`src/rtl/byte_word_packer_pkg.sv`:
```
// -----------------------------------------------------------------------------
// byte_word_packer_pkg
// Shared sizing for the byte-to-word packer and its output word FIFO.
//   DATA_W      : width of one input byte (arbiter dout width)
//   BYTES       : bytes per output word
//   WORD_W      : packed word width
//   CNT_W       : width of the valid-lane count (1..BYTES)
//   IDX_W       : width of the lane index (0..BYTES-1)
//   OFIFO_DEPTH : output word FIFO depth (power of 2, >= 2)
// -----------------------------------------------------------------------------
package byte_word_packer_pkg;

    localparam int DATA_W      = 8;
    localparam int BYTES       = 4;
    localparam int WORD_W      = DATA_W * BYTES;
    localparam int CNT_W       = $clog2(BYTES) + 1;
    localparam int IDX_W       = (BYTES > 1) ? $clog2(BYTES) : 1;
    localparam int OFIFO_DEPTH = 4;

    // One FIFO entry: lane count alongside the packed word.
    typedef struct packed {
        logic [CNT_W-1:0]  count;
        logic [WORD_W-1:0] word;
    } word_entry_t;

    localparam int ENTRY_W = $bits(word_entry_t);

endpackage

```
`src/rtl/byte_word_packer_if.sv`:
```
// -----------------------------------------------------------------------------
// byte_word_packer_if
// Groups the byte input stream, flush/overflow control and the word output
// valid/ready handshake of byte_word_packer.
//   master : producer/consumer side (drives bytes, flush, out_ready, clr_ovf)
//   slave  : the packer (drives out_valid, out_data, out_count, overflow)
// -----------------------------------------------------------------------------
interface byte_word_packer_if;
    import byte_word_packer_pkg::*;

    logic                in_valid;
    logic [DATA_W-1:0]   in_data;
    logic                flush;
    logic                out_ready;
    logic                out_valid;
    logic [WORD_W-1:0]   out_data;
    logic [CNT_W-1:0]    out_count;
    logic                overflow;
    logic                clr_ovf;

    modport master (
        output in_valid, in_data, flush, out_ready, clr_ovf,
        input  out_valid, out_data, out_count, overflow
    );

    modport slave (
        input  in_valid, in_data, flush, out_ready, clr_ovf,
        output out_valid, out_data, out_count, overflow
    );

endinterface

```
`src/rtl/byte_word_packer_word_fifo.sv`:
```
// -----------------------------------------------------------------------------
// packer_word_fifo
// First-word-fall-through FIFO for completed {count, word} entries.
//   clk, rst_n : clock, asynchronous active-low reset
//   i_push     : write i_din (accepted if not full, or if popping this edge)
//   i_din      : entry to write
//   i_pop      : remove head entry (ignored when empty)
//   o_dout     : head entry (valid while !o_empty)
//   o_full     : FIFO holds DEPTH entries
//   o_empty    : FIFO holds no entries
// -----------------------------------------------------------------------------
module packer_word_fifo #(
    parameter int WIDTH = 8,
    parameter int DEPTH = 4
) (
    input  logic             clk,
    input  logic             rst_n,
    input  logic             i_push,
    input  logic [WIDTH-1:0] i_din,
    input  logic             i_pop,
    output logic [WIDTH-1:0] o_dout,
    output logic             o_full,
    output logic             o_empty
);

    localparam int PTR_W = $clog2(DEPTH);
    localparam int OCC_W = $clog2(DEPTH) + 1;

    logic [WIDTH-1:0] r_mem [DEPTH];
    logic [PTR_W-1:0] r_wr_ptr;
    logic [PTR_W-1:0] r_rd_ptr;
    logic [OCC_W-1:0] r_occ;

    logic w_do_push;
    logic w_do_pop;

    assign o_empty = (r_occ == '0);
    assign o_full  = (r_occ == OCC_W'(DEPTH));
    assign o_dout  = r_mem[r_rd_ptr];

    // A pop frees the head slot on the same edge, so a full FIFO still accepts
    // a write when it is also being read.
    assign w_do_pop  = i_pop && !o_empty;
    assign w_do_push = i_push && (!o_full || w_do_pop);

    always_ff @(posedge clk or negedge rst_n) begin
        if (!rst_n) begin
            r_wr_ptr <= '0;
            r_rd_ptr <= '0;
            r_occ    <= '0;
        end else begin
            if (w_do_push) begin
                r_wr_ptr <= r_wr_ptr + PTR_W'(1);
            end
            if (w_do_pop) begin
                r_rd_ptr <= r_rd_ptr + PTR_W'(1);
            end
            case ({w_do_push, w_do_pop})
                2'b10:   r_occ <= r_occ + OCC_W'(1);
                2'b01:   r_occ <= r_occ - OCC_W'(1);
                default: r_occ <= r_occ;
            endcase
        end
    end

    // Storage carries no reset; the head is only observed while non-empty.
    always_ff @(posedge clk) begin
        if (w_do_push) begin
            r_mem[r_wr_ptr] <= i_din;
        end
    end

endmodule

```
`src/rtl/byte_word_packer.sv`:
```
// -----------------------------------------------------------------------------
// byte_word_packer
// Packs consecutive valid bytes from the arbiter into little-endian words
// (first byte in lane 0) and buffers them in a small FWFT output FIFO.
// The input cannot be stalled: a word completed while the FIFO is full and
// not being read is dropped and the sticky overflow flag is raised.
//   clk        : system clock
//   rst_n      : asynchronous active-low reset
//   bus.slave  : in_valid/in_data byte stream, flush, out_valid/out_ready/
//                out_data/out_count word handshake, overflow/clr_ovf
// -----------------------------------------------------------------------------
module byte_word_packer
    import byte_word_packer_pkg::*;
(
    input  logic          clk,
    input  logic          rst_n,
    byte_word_packer_if.slave bus
);

    logic [IDX_W-1:0]  r_idx;
    logic [WORD_W-1:0] r_pack;
    logic              r_overflow;

    logic [WORD_W-1:0] w_word;
    logic              w_last;
    logic              w_push;
    logic [CNT_W-1:0]  w_push_cnt;
    logic              w_pop;
    logic              w_full;
    logic              w_empty;
    logic              w_drop;
    word_entry_t       w_din;
    word_entry_t       w_head;

    // Current partial word with this cycle's byte merged into its lane, so a
    // completing or flushing push includes the byte arriving on that edge.
    always_comb begin
        w_word = r_pack;
        for (int l = 0; l < BYTES; l++) begin
            if (bus.in_valid && (r_idx == IDX_W'(l))) begin
                w_word[l*DATA_W +: DATA_W] = bus.in_data;
            end
        end
    end

    assign w_last     = bus.in_valid && (r_idx == IDX_W'(BYTES - 1));
    assign w_push     = w_last || (bus.flush && ((r_idx != '0) || bus.in_valid));
    assign w_push_cnt = w_last ? CNT_W'(BYTES)
                               : CNT_W'(r_idx) + CNT_W'(bus.in_valid);
    assign w_pop      = !w_empty && bus.out_ready;
    assign w_drop     = w_push && w_full && !w_pop;

    assign w_din.count = w_push_cnt;
    assign w_din.word  = w_word;

    always_ff @(posedge clk or negedge rst_n) begin
        if (!rst_n) begin
            r_idx  <= '0;
            r_pack <= '0;
        end else if (w_push) begin
            // Restart packing whether or not the FIFO took the word.
            r_idx  <= '0;
            r_pack <= '0;
        end else if (bus.in_valid) begin
            r_idx  <= r_idx + IDX_W'(1);
            r_pack <= w_word;
        end
    end

    // Sticky drop flag; a new drop on the clearing edge keeps it set.
    always_ff @(posedge clk or negedge rst_n) begin
        if (!rst_n) begin
            r_overflow <= 1'b0;
        end else if (w_drop) begin
            r_overflow <= 1'b1;
        end else if (bus.clr_ovf) begin
            r_overflow <= 1'b0;
        end
    end

    packer_word_fifo #(
        .WIDTH (ENTRY_W),
        .DEPTH (OFIFO_DEPTH)
    ) u_fifo (
        .clk     (clk),
        .rst_n   (rst_n),
        .i_push  (w_push),
        .i_din   (w_din),
        .i_pop   (w_pop),
        .o_dout  (w_head),
        .o_full  (w_full),
        .o_empty (w_empty)
    );

    // Occupancy is a register, so out_valid follows a push by one edge.
    assign bus.out_valid = !w_empty;
    assign bus.out_data  = w_empty ? '0 : w_head.word;
    assign bus.out_count = w_empty ? '0 : w_head.count;
    assign bus.overflow  = r_overflow;

endmodule
```
`src/flat_wrapper.sv`:
```
// flat-port wrapper written by rule: the top's interface ports become plain ports
module byte_word_packer_flat import byte_word_packer_pkg::*;
  (clk, rst_n, bus_in_valid, bus_in_data, bus_flush, bus_out_ready, bus_clr_ovf, bus_out_valid, bus_out_data, bus_out_count, bus_overflow);
  byte_word_packer_if bus_i ();
  input  logic clk;
  input  logic rst_n;
  input wire logic [$bits(bus_i.in_valid)-1:0] bus_in_valid;
  input wire logic [$bits(bus_i.in_data)-1:0] bus_in_data;
  input wire logic [$bits(bus_i.flush)-1:0] bus_flush;
  input wire logic [$bits(bus_i.out_ready)-1:0] bus_out_ready;
  input wire logic [$bits(bus_i.clr_ovf)-1:0] bus_clr_ovf;
  output wire logic [$bits(bus_i.out_valid)-1:0] bus_out_valid;
  output wire logic [$bits(bus_i.out_data)-1:0] bus_out_data;
  output wire logic [$bits(bus_i.out_count)-1:0] bus_out_count;
  output wire logic [$bits(bus_i.overflow)-1:0] bus_overflow;
  assign bus_i.in_valid = bus_in_valid;
  assign bus_i.in_data = bus_in_data;
  assign bus_i.flush = bus_flush;
  assign bus_i.out_ready = bus_out_ready;
  assign bus_i.clr_ovf = bus_clr_ovf;
  assign bus_out_valid = bus_i.out_valid;
  assign bus_out_data = bus_i.out_data;
  assign bus_out_count = bus_i.out_count;
  assign bus_overflow = bus_i.overflow;
  byte_word_packer u_core (.clk(clk), .rst_n(rst_n), .bus(bus_i));
endmodule
```
`config.mk`:
```
export PLATFORM = sky130hd
export DESIGN_NAME = byte_word_packer_flat
export DESIGN_NICKNAME = d
export VERILOG_FILES = /design/src/rtl/byte_word_packer_pkg.sv /design/src/rtl/byte_word_packer_if.sv /design/src/rtl/byte_word_packer_word_fifo.sv /design/src/rtl/byte_word_packer.sv /design/src/flat_wrapper.sv
export SDC_FILE = /design/constraint.sdc
export NUM_CORES = 1
export LEC_CHECK = 0
export BUFFER_PORTS_ARGS = -buffer_cell sky130_fd_sc_hd__buf_2
export CAP_MARGIN = 20
export CORE_ASPECT_RATIO = 1.5
export CORE_MARGIN = 3
export CORE_UTILIZATION = 42
export DETAILED_ROUTE_END_ITERATION = 10
export PLACE_DENSITY = 0.62
export SLEW_MARGIN = 30
export SYNTH_ARGS = -nofsm -noshare
export SYNTH_HDL_FRONTEND = slang
export SYNTH_SLANG_ARGS = --single-unit
export TNS_END_PERCENT = 1
```
`constraint.sdc`:
```
create_clock -name clk -period 2.64 [get_ports clk]
set_input_delay 0.792 -clock clk [delete_from_list [all_inputs] [get_ports clk]]
set_output_delay 0.792 -clock clk [all_outputs]
set_load 0.01 [all_outputs]
```
==> results.sh, run 1 <==
export IMPL_synth_edf_count=140
export IMPL_finClkSkew_ns=0.01381
export IMPL_postCtsHoldBufs=0
export IMPL_post_route_min_period_ns=2.734
export IMPL_root_buffer="clkbuf_16"
export IMPL_viasPerCell=5.286
export IMPL_clkTransAtPathRegs_ns=0.07
export IMPL_seq_area_frac_synth_pct=70.00
export IMPL_syn_area_sq_um=7507
export IMPL_areaGrowthSynthToFinish_pct=18.42
export IMPL_required_ns=1.85
export IMPL_io_pins=51
export IMPL_yosysTopAreaCell="edfxtp_1"
export IMPL_powerDensity_nw_per_um2=1243
export IMPL_place_ws_ns=0.2488
export IMPL_wl_per_cell_um=21.26
export IMPL_fin_util_pct=51.03
export IMPL_setup_slack_ns=-0.09413
export IMPL_drive_gt1_share_pct=39.80
export IMPL_dieHeight_um=169.7
export IMPL_drt_pre_antenna_iters=4
export IMPL_start_util_pct=43.09
export IMPL_crit_path_max_fanout=6
export IMPL_maxCapViolCount=0
export IMPL_ir_drop_mv=0.5489
export IMPL_max_freq_mhz=365.7
export IMPL_dp_cells=663
export IMPL_synth_flop_cell="edfxtp_1"
export IMPL_max_stage_delay_ns=0.51
export IMPL_yosysMostFrequentCell="edfxtp_1"
export IMPL_hold_worst_slack_ns=0.4527
export IMPL_nets=502
export IMPL_crit_arrival_ns=1.94
export IMPL_crit_path_end_kind="output port"
export IMPL_cp_num_buf_inv=3
export IMPL_syn_instance_count=407
export IMPL_rr_worst_depth=9
export IMPL_async_flop_share_pct=23.08
export IMPL_final_cells=703
export IMPL_ys_warn_count=0
export IMPL_netlist_area_leader_share_pct=56.00
export IMPL_grt_first_pass_wirelength_um=23160
export IMPL_worstSetupPathDepth=5
export IMPL_crit_slowest_cell="mux4_2"
export IMPL_io_buffers=50
export IMPL_synthTopCellsByArea="edfxtp_1 (56%), dfrtp_1 (14%), mux4_2 (8.4%)"
export IMPL_critical_path_class="flop to output port"
export IMPL_setup_viol=35
export IMPL_leakage_nw=3.407
export IMPL_status="finished with violations"
export IMPL_antenna_found_initial=0
export IMPL_min_path_type="input pin to asynchronous set/reset pin"
export IMPL_cp_top_family="multiplexers"
export IMPL_synth_nets=432
export IMPL_gp_congestion=0.7464
export IMPL_routed_wl_um=14940
export IMPL_dp_hpwl_um=9017
export IMPL_fp_dieW_um=115.2
export IMPL_grt_max_degree=39
export IMPL_clk_latency_ns=0.43
export IMPL_dr_total_vias=3716
export IMPL_ctsHtreeMaxLevel=4
export IMPL_start_kind="flop"
export IMPL_overflow=0
export IMPL_antenna_cells=0
export IMPL_place_area_sq_um=8035
export IMPL_grt_pass1_vias=4056
export IMPL_drtIter0Drc=180
export IMPL_drv_slew=0
export IMPL_ys_top_cells_by_count="edfxtp_1 (140), and2_1 (73), dfrtp_1 (42), mux2_2 (32), mux4_2 (28)"
export IMPL_rsz0062_at_grt="yes"
export IMPL_yosysUniqueCellTypes=41
export IMPL_period_share_pct=103.6
export IMPL_design_core_area_sq_um=17420
export IMPL_ant_nets=0
export IMPL_path_cells="buf_6, clkbuf_16, mux4_2, and2_4, buf_6"
export IMPL_clkSinkCount=182
export IMPL_numCtsBuffers=17
export IMPL_relSlewSlack_pct=46.83
export IMPL_groute_usage_overall_pct=16.00
export IMPL_ys_ff_latch=182
export IMPL_crit_top_cell="buf_6"
export IMPL_drc=0
export IMPL_violations="negative setup slack"
export IMPL_cts_path_max_buffers=2
export IMPL_syn_avg_cell_area_sq_um=18.45
export IMPL_die_area_sq_um=19550
export IMPL_rows=59
export IMPL_finalHoldViolCount=0
export IMPL_cts_tree="yes"
export IMPL_worstMarginPinSlew_ns=0.7975
export IMPL_fin_area_sq_um=8890
## sequential cells by signal, indices dropped and copies added, names as in the netlist
name / flops
u_core.bus.overflow: 1
u_core.r_pack: 32
u_core.u_fifo.r_mem: 140
u_core.u_fifo.r_occ: 3
u_core.u_fifo.r_rd_ptr: 2
u_core.r_idx: 2
u_core.u_fifo.r_wr_ptr: 2
## placed cells by master, fill, tap and decap left out, types with 2 or more instances in the layout
cell	count
nand2b_1	2
inv_6	3
mux4_2	35
and2_1	52
buf_6	20
nor2_1	3
edfxtp_1	140
nor3_1	5
dfrtp_2	3
and2_4	20
o211ai_1	2
buf_12	6
nand2_1	6
buf_4	6
clkbuf_16	20
buf_2	33
mux2_2	32
o21ai_0	2
clkinv_4	5
xnor2_1	4
ha_1	10
inv_1	8
inv_8	4
nand3_1	3
dfrtp_1	39
a21oi_1	3
## worst reg2reg max path, delay by kind of cell (launching register included)
kind | cells | cell delay [ns]
DFF | 1 | 0.44
and+or+nand+nor | 3 | 0.51
adders and majority gates | 2 | 0.66
buffers and inverters | 1 | 0.10
AOI/OAI and AO/OA | 3 | 0.48
## per-layer routing
| layer | vias to the layer above | GRT usage [%] | share of wire, % | routed length (um) |
|---|---|---|---|---|
| met1 | 1948 | 19.08 | 40 | 6007 |
| met4 | 0 | 4.801 | 0.80 | 119 |
| met5 | - | 0 | 0 | 0 |
| li1 | 1691 | - | - | - |
| met3 | 6 | 3.354 | 2.5 | 367 |
| met2 | 71 | 28.86 | 57 | 8449 |
## final timing paths
| path | start | end | slack [ns] |
|---|---|---|---|
| hold / removal | rst_n | u_core.r_pack[26] | 0.45 |
| setup reg to reg | u_core.r_idx[0] | u_core.u_fifo.r_occ[1] | 0.37 |
| hold reg to reg | u_core.bus.overflow | u_core.bus.overflow | 0.52 |
| min in group clk | u_core.bus.overflow | u_core.bus.overflow | 0.52 |
| setup / recovery | u_core.u_fifo.r_rd_ptr[0] | bus_out_data[24] | -0.09 |
| max in group asynchronous | rst_n | u_core.r_pack[14] | 1.50 |
## power breakdown
part	total [mW]	leakage, nW	internal, mW	switching, mW
logic	4.40	1.26	2.31	2.08
registers	4.27	1.87	4.04	0.228
clock network	2.39	0.280	1.25	1.13
total	11.0	3.41	7.61	3.44
## layout make-up
type / instances / area [sq um]
clock buffers: 18 / 429.2
clock inverters: 14 / 136.4
fillers: 1474 / 8532
inverters: 8 / 30.03
multi-input cells: 199 / 2111
flip-flops and latches: 182 / 5259
well taps: 213 / 266.5
repair buffers: 69 / 658.1
## cells by family (layout without fill, tap and decap cells)
| group | count (synthesis) | count (layout) | share of synthesized area [%] |
|---|---|---|---|
| compound gates | 14 | 14 | 1.250 |
| flops | 182 | 182 | 70.00 |
| xor+xnor | 4 | 4 | 0.4666 |
| mux | 69 | 69 | 15.93 |
| buf+inv | 26 | 109 | 2.217 |
| simple gates | 101 | 101 | 8.200 |
| fa+ha+maj | 11 | 11 | 1.933 |
## stage by stage
step	power (mW)	TNS, ns
floorplan	6.763	-5.117
global placement	7.867	0
detailed placement	8.001	0
CTS	10.67	-3.159
global route	11.66	-4.110
finish	11.05	-1.628
## what timing repair did
| action | CTS | global route |
|---|---|---|
| hold endpoints to repair | 0 | 0 |
| cloned | 1 | 3 |
| buffers inserted | 0 | 4 |
| pin swaps | 0 | 0 |
| setup endpoints to repair | 35 | 35 |
| resized for setup | 18 | 35 |
Power figures use the tool's default switching activity.
==> run 2, diff against run 1 <==
- CORE_MARGIN: 3 -> 2
==> run 2 against run 1 <==
Net effect: the flow finishes with violations (design-rule violations, negative setup slack); wire length decreased by 2.6%; via count increased by 0.91%; die area decreased by 2.9%; sequential share of layout area fell by 1.0 points; cell count rose by 0.57%; first-iteration DRC count down 1.7%; largest power group unchanged.
==> results.sh, run 2 (same netlist as run 1, synthesis figures left out) <==
export IMPL_power_mw=11.40
export IMPL_antenna_cells=0
export IMPL_ctsHtreeMaxLevel=4
export IMPL_fp_dieW_um=113.2
export IMPL_groute_usage_overall_pct=16.14
export IMPL_fin_util_pct=51.88
export IMPL_min_path_type="input pin to asynchronous set/reset pin"
export IMPL_final_cell_mix="edfxtp_1 (140), and2_1 (48), dfrtp_1 (41)"
export IMPL_violations="design-rule violations, negative setup slack"
export IMPL_overflow=0
export IMPL_drt_pre_antenna_iters=7
export IMPL_antenna_found_initial=0
export IMPL_post_route_min_period_ns=2.785
export IMPL_io_buffers=50
export IMPL_crit_path_max_fanout=6
export IMPL_grt_max_degree=43
export IMPL_crit_arrival_ns=1.99
export IMPL_rows=59
export IMPL_worstMarginPinSlew_ns=0.5833
export IMPL_setup_viol=35
export IMPL_setup_slack_ns=-0.1455
export IMPL_io_pins=51
export IMPL_ir_drop_mv=0.5812
export IMPL_required_ns=1.85
export IMPL_critical_path_class="flop to output port"
export IMPL_reg_largest_list="u_core.u_fifo.r_mem x140, u_core.r_pack x32, u_core.u_fifo.r_occ x3"
export IMPL_start_util_pct=43.09
export IMPL_crit_path_end_kind="output port"
export IMPL_regMostFlops="u_core.u_fifo.r_mem"
export IMPL_grt_pass1_vias=3923
export IMPL_postCtsHoldBufs=0
export IMPL_drc=2
export IMPL_crit_slowest_cell="dfrtp_2"
export IMPL_routed_wl_um=14560
export IMPL_path_cells="buf_12, buf_16, mux4_2, and2_4, buf_6"
export IMPL_max_freq_mhz=359.0
export IMPL_relSlewSlack_pct=61.11
export IMPL_period_share_pct=105.5
export IMPL_dr_total_vias=3750
export IMPL_clkSinkCount=182
export IMPL_start_kind="flop"
export IMPL_wl_per_cell_um=20.59
export IMPL_finalHoldViolCount=0
export IMPL_drv_slew=0
export IMPL_powerDensity_nw_per_um2=1262
export IMPL_cts_tree="yes"
export IMPL_design_core_area_sq_um=17420
export IMPL_dieHeight_um=167.7
export IMPL_clk_latency_ns=0.42
export IMPL_numCtsBuffers=17
export IMPL_maxCapViolCount=0
export IMPL_gp_congestion=0.8619
export IMPL_die_area_sq_um=18980
export IMPL_dp_hpwl_um=9334
export IMPL_finClkSkew_ns=0.01332
export IMPL_drive_gt1_share_pct=40.49
export IMPL_place_area_sq_um=8145
export IMPL_ant_nets=0
export IMPL_layout_commonest_cell="edfxtp_1"
export IMPL_nets=507
export IMPL_clkTransAtPathRegs_ns=0.07
export IMPL_rsz0062_at_grt="yes"
export IMPL_max_stage_delay_ns=0.51
export IMPL_cts_path_max_buffers=2
export IMPL_areaGrowthSynthToFinish_pct=20.40
export IMPL_largest_register_ff_count=140
export IMPL_status="finished with violations"
export IMPL_fillers=1418
export IMPL_fin_area_sq_um=9039
export IMPL_leakage_nw=3.468
export IMPL_viasPerCell=5.304
export IMPL_grt_first_pass_wirelength_um=22660
export IMPL_root_buffer="clkbuf_16"
export IMPL_drtIter0Drc=177
## run 2: final timing paths
path / from / to / slack [ns] / depth (start not counted)
min in group clk: u_core.bus.overflow / u_core.bus.overflow / 0.52 / 1
max in group asynchronous: rst_n / u_core.u_fifo.r_rd_ptr[0] / 1.77 / 2
worst min register to register: u_core.bus.overflow / u_core.bus.overflow / 0.52 / 1
worst min-delay path: rst_n / u_core.r_pack[29] / 0.45 / 2
worst max register to register: u_core.r_idx[0] / u_core.u_fifo.r_occ[1] / 0.26 / 8
worst max-delay path: u_core.u_fifo.r_rd_ptr[0] / bus_out_data[8] / -0.15 / 5
## run 2: what timing repair did
| item | CTS | global route |
|---|---|---|
| endpoints found under the hold margin | 0 | 0 |
| gates cloned | 3 | 0 |
| buffers inserted | 2 | 0 |
| setup endpoints to repair | 35 | 35 |
| pin swaps | 13 | 0 |
| resized for setup | 43 | 15 |
## run 2: layout make-up
cell class	count	area, sq um	share of cell area (%)
Clock inverter	12	168.9	1.869
Tap cell	213	266.5	2.949
Multi-Input combinational cell	199	2121	23.46
Inverter	8	30.03	0.3322
Timing Repair Buffer	74	763.2	8.444
Sequential cell	182	5256	58.15
Clock buffer	19	432.9	4.790
## run 2: worst max-delay path: cells and delay by family, from the launching register on
| family | cells | cell delay [ns] |
|---|---|---|
| and+or+nand+nor | 1 | 0.17 |
| DFF | 1 | 0.51 |
| muxes | 1 | 0.49 |
| buffers and inverters | 3 | 0.40 |
## run 2: per-stage QoR
step           hold slack, ns  std cells  setup TNS (ns)  setup WS (ns)
2_1_floorplan          0.4964        407          -5.117       -0.04873
3_5_place_dp           0.5100        671               0         0.1750
6_report               0.4469        707          -3.258        -0.1455
4_1_cts                0.4689        707          -4.009        -0.1605
5_1_grt                0.5031        707          -5.921        -0.2221
3_3_place_gp           0.5044        671               0         0.2774
## run 2: power breakdown
group	switching (mW)	internal (mW)	total, mW
clock	1.04	1.51	2.55
sequential	0.256	4.04	4.29
combinational	2.08	2.49	4.56
total	3.38	8.03	11.4
## run 2: layer usage
layer | global-route usage (%) | part of all wire (%)
met2 | 28.30 | 54
met3 | 3.438 | 3.3
met5 | 0 | 0
met4 | 5.249 | 1.9
met1 | 19.84 | 41
==> run 3, diff against run 2 <==
- ABC_AREA: default -> 1
==> run 3 against run 2 <==
Net effect: the flow now finishes without violations; flip-flop and latch count did not move; wire length rose by 12%; sequential share of layout area rose by 1.5 points; fmax rose by 8.5%; via count rose by 33%; largest cell class unchanged; largest power group is now registers.
==> results.sh, run 3 <==
export IMPL_status="finished clean"
export IMPL_internal_power_mw=6.300
export IMPL_syn_avg_cell_area_sq_um=11.02
export IMPL_relSlewSlack_pct=47.81
export IMPL_clkSinkCount=182
export IMPL_swShare_pct=36.26
export IMPL_drv_slew=0
export IMPL_largest_register_ff_count=140
export IMPL_sequentialPowerShare_pct=39.2
export IMPL_cts_tree="yes"
export IMPL_period_share_pct=97.23
export IMPL_ys_ff_latch=182
export IMPL_ant_nets=0
export IMPL_gp_congestion=0.7652
export IMPL_groute_usage_overall_pct=17.85
export IMPL_dieHeight_um=168.1
export IMPL_io_buffers=50
export IMPL_die_area_sq_um=19050
export IMPL_wl_per_cell_um=16.76
export IMPL_drtIter0Drc=324
export IMPL_final_cell_mix="nor2_1 (146), edfxtp_1 (140), o21ai_0 (82)"
export IMPL_antenna_cells=0
export IMPL_drive_gt1_share_pct=16.53
export IMPL_powerDensity_nw_per_um2=1122
export IMPL_clk_latency_ns=0.42
export IMPL_dr_total_vias=4987
export IMPL_setup_viol=0
export IMPL_crit_arrival_ns=1.77
export IMPL_io_pins=51
export IMPL_hold_worst_slack_ns=0.4482
export IMPL_ir_drop_mv=0.6160
export IMPL_routed_wl_um=16310
export IMPL_finalHoldViolCount=0
export IMPL_syn_instance_count=684
export IMPL_synthTopCellsByArea="edfxtp_1 (56%), dfrtp_1 (14%), nor2_1 (7.5%)"
export IMPL_rsz0062_at_grt="yes"
export IMPL_max_freq_mhz=389.6
export IMPL_antenna_found_initial=0
export IMPL_maxCapViolCount=0
export IMPL_start_kind="flop"
export IMPL_synth_nets=709
export IMPL_yosysTopAreaCell="edfxtp_1"
export IMPL_ys_top_cells_by_count="nor2_1 (151), edfxtp_1 (140), o21ai_0 (82), nand2_1 (79), inv_1 (64)"
export IMPL_start_util_pct=42.36
export IMPL_drc=0
export IMPL_min_path_type="input pin to asynchronous set/reset pin"
export IMPL_critical_path_class="flop to output port"
export IMPL_yosysUniqueCellTypes=25
export IMPL_post_cts_setup_buffers=0
export IMPL_post_route_min_period_ns=2.567
export IMPL_leakage_nw=3.688
export IMPL_clkTransAtPathRegs_ns=0.07
export IMPL_ctsHtreeMaxLevel=4
export IMPL_layout_commonest_cell="nor2_1"
export IMPL_root_buffer="clkbuf_16"
export IMPL_pwr_share_clk_pct=25.2
export IMPL_crit_path_end_kind="output port"
export IMPL_grt_first_pass_wirelength_um=26040
export IMPL_design_core_area_sq_um=17790
export IMPL_rows=60
export IMPL_async_flop_share_pct=23.08
export IMPL_numCtsBuffers=17
export IMPL_regMostFlops="u_core.u_fifo.r_mem"
export IMPL_fp_dieW_um=113.4
export IMPL_dp_hpwl_um=10240
export IMPL_ys_warn_count=0
export IMPL_grt_pass1_vias=5074
export IMPL_crit_path_max_fanout=33
export IMPL_synth_edf_count=140
export IMPL_drt_pre_antenna_iters=5
export IMPL_p_switching_mw=3.583
export IMPL_yosysMostFrequentCell="nor2_1"
export IMPL_viasPerCell=5.125
export IMPL_seq_area_frac_synth_pct=69.73
export IMPL_cts_path_max_buffers=2
export IMPL_overflow=0
export IMPL_required_ns=1.85
export IMPL_nets=768
export IMPL_netlist_area_leader_share_pct=55.79
export IMPL_reg_largest_list="u_core.u_fifo.r_mem x140, u_core.r_pack x32, u_core.u_fifo.r_occ x3"
export IMPL_tns_ns=0
export IMPL_finClkSkew_ns=0.009870
export IMPL_grt_max_degree=39
export IMPL_worstMarginPinSlew_ns=0.7828
export IMPL_areaGrowthSynthToFinish_pct=16.89
export IMPL_syn_area_sq_um=7536
export IMPL_combPwrFrac_pct=35.6
export IMPL_synth_flop_cell="edfxtp_1"
-- run 3: per-stage QoR --
stage,area (sq um),total power [mW],cells,setup WS (ns),utilization [%]
CTS,8798,9.974,973,0.002925,49.45
floorplan,7536,6.076,684,-0.5226,-
global placement,8210,7.358,941,0.3673,46.15
global route,8808,10.54,973,-0.02149,49.51
detailed placement,8210,7.482,941,0.3424,46.15
finish,8808,9.883,973,0.07311,49.51
-- run 3: cells by family after synthesis --
| logic type | count (synthesis) | synth area share, % |
|---|---|---|
| buffers and inverters | 101 | 5.462 |
| adders and majority gates | 11 | 1.926 |
| DFF | 182 | 69.73 |
| and+or+nand+nor | 243 | 12.85 |
| AOI/OAI and AO/OA | 144 | 9.580 |
| xor gates and xnor gates | 3 | 0.4484 |
-- run 3: power groups by stage --
stage          logic, mW  registers [mW]  clock network (mW)
2_1_floorplan       2.19            3.88                   0
3_3_place_gp        3.45            3.91                   0
3_5_place_dp        3.55            3.93                   0
4_1_cts             3.57            3.87                2.53
5_1_grt             3.97            3.92                2.64
6_report            3.52            3.88                2.49
-- run 3: routing by layer --
layer	routed length, um	global-route usage (%)	vias up
li1	-	-	2397
met1	6497	20.81	2467
met2	8970	32.70	103
met3	509	3.240	20
met4	333	6.204	0
met5	0	0	-
-- run 3: path summary, 6_finish.rpt --
path,to,slack [ns],cells past startpoint,start
max in group asynchronous,u_core.r_pack[31],1.54,2,rst_n
min in group clk,u_core.bus.overflow,0.53,2,u_core.bus.overflow
max,bus_out_data[3],0.07,5,u_core.u_fifo.r_rd_ptr[0]
min,u_core.u_fifo.r_occ[2],0.45,1,rst_n
max reg2reg,u_core.u_fifo.r_mem[1][22],0.62,8,u_core.r_idx[0]
min reg2reg,u_core.bus.overflow,0.53,2,u_core.bus.overflow
-- run 3: worst max-delay path, stage by stage (launching register included) --
cell,delay (ns)
dfrtp_2,0.47
inv_2,0.13
buf_12,0.19
o21ai_0,0.11
a21oi_1,0.25
buf_2,0.18
-- run 3: repair_timing --
| action | CTS | global route |
|---|---|---|
| hold buffers | 0 | 0 |
| gates resized for setup | 1 | 3 |
| endpoints found under the hold margin | 0 | 0 |
| endpoints found under the setup margin | 9 | 35 |
-- run 3: cell type report --
| cell class | instances | area, sq um |
|---|---|---|
| Clock buffer | 17 | 425.4 |
| Clock inverter | 15 | 160.2 |
| Fill cell | 1545 | 8984 |
| Inverter | 68 | 262.8 |
| Multi-Input combinational cell | 401 | 1902 |
| Sequential cell | 182 | 5256 |
| Tap cell | 217 | 271.5 |
| Timing Repair Buffer | 73 | 530.5 |
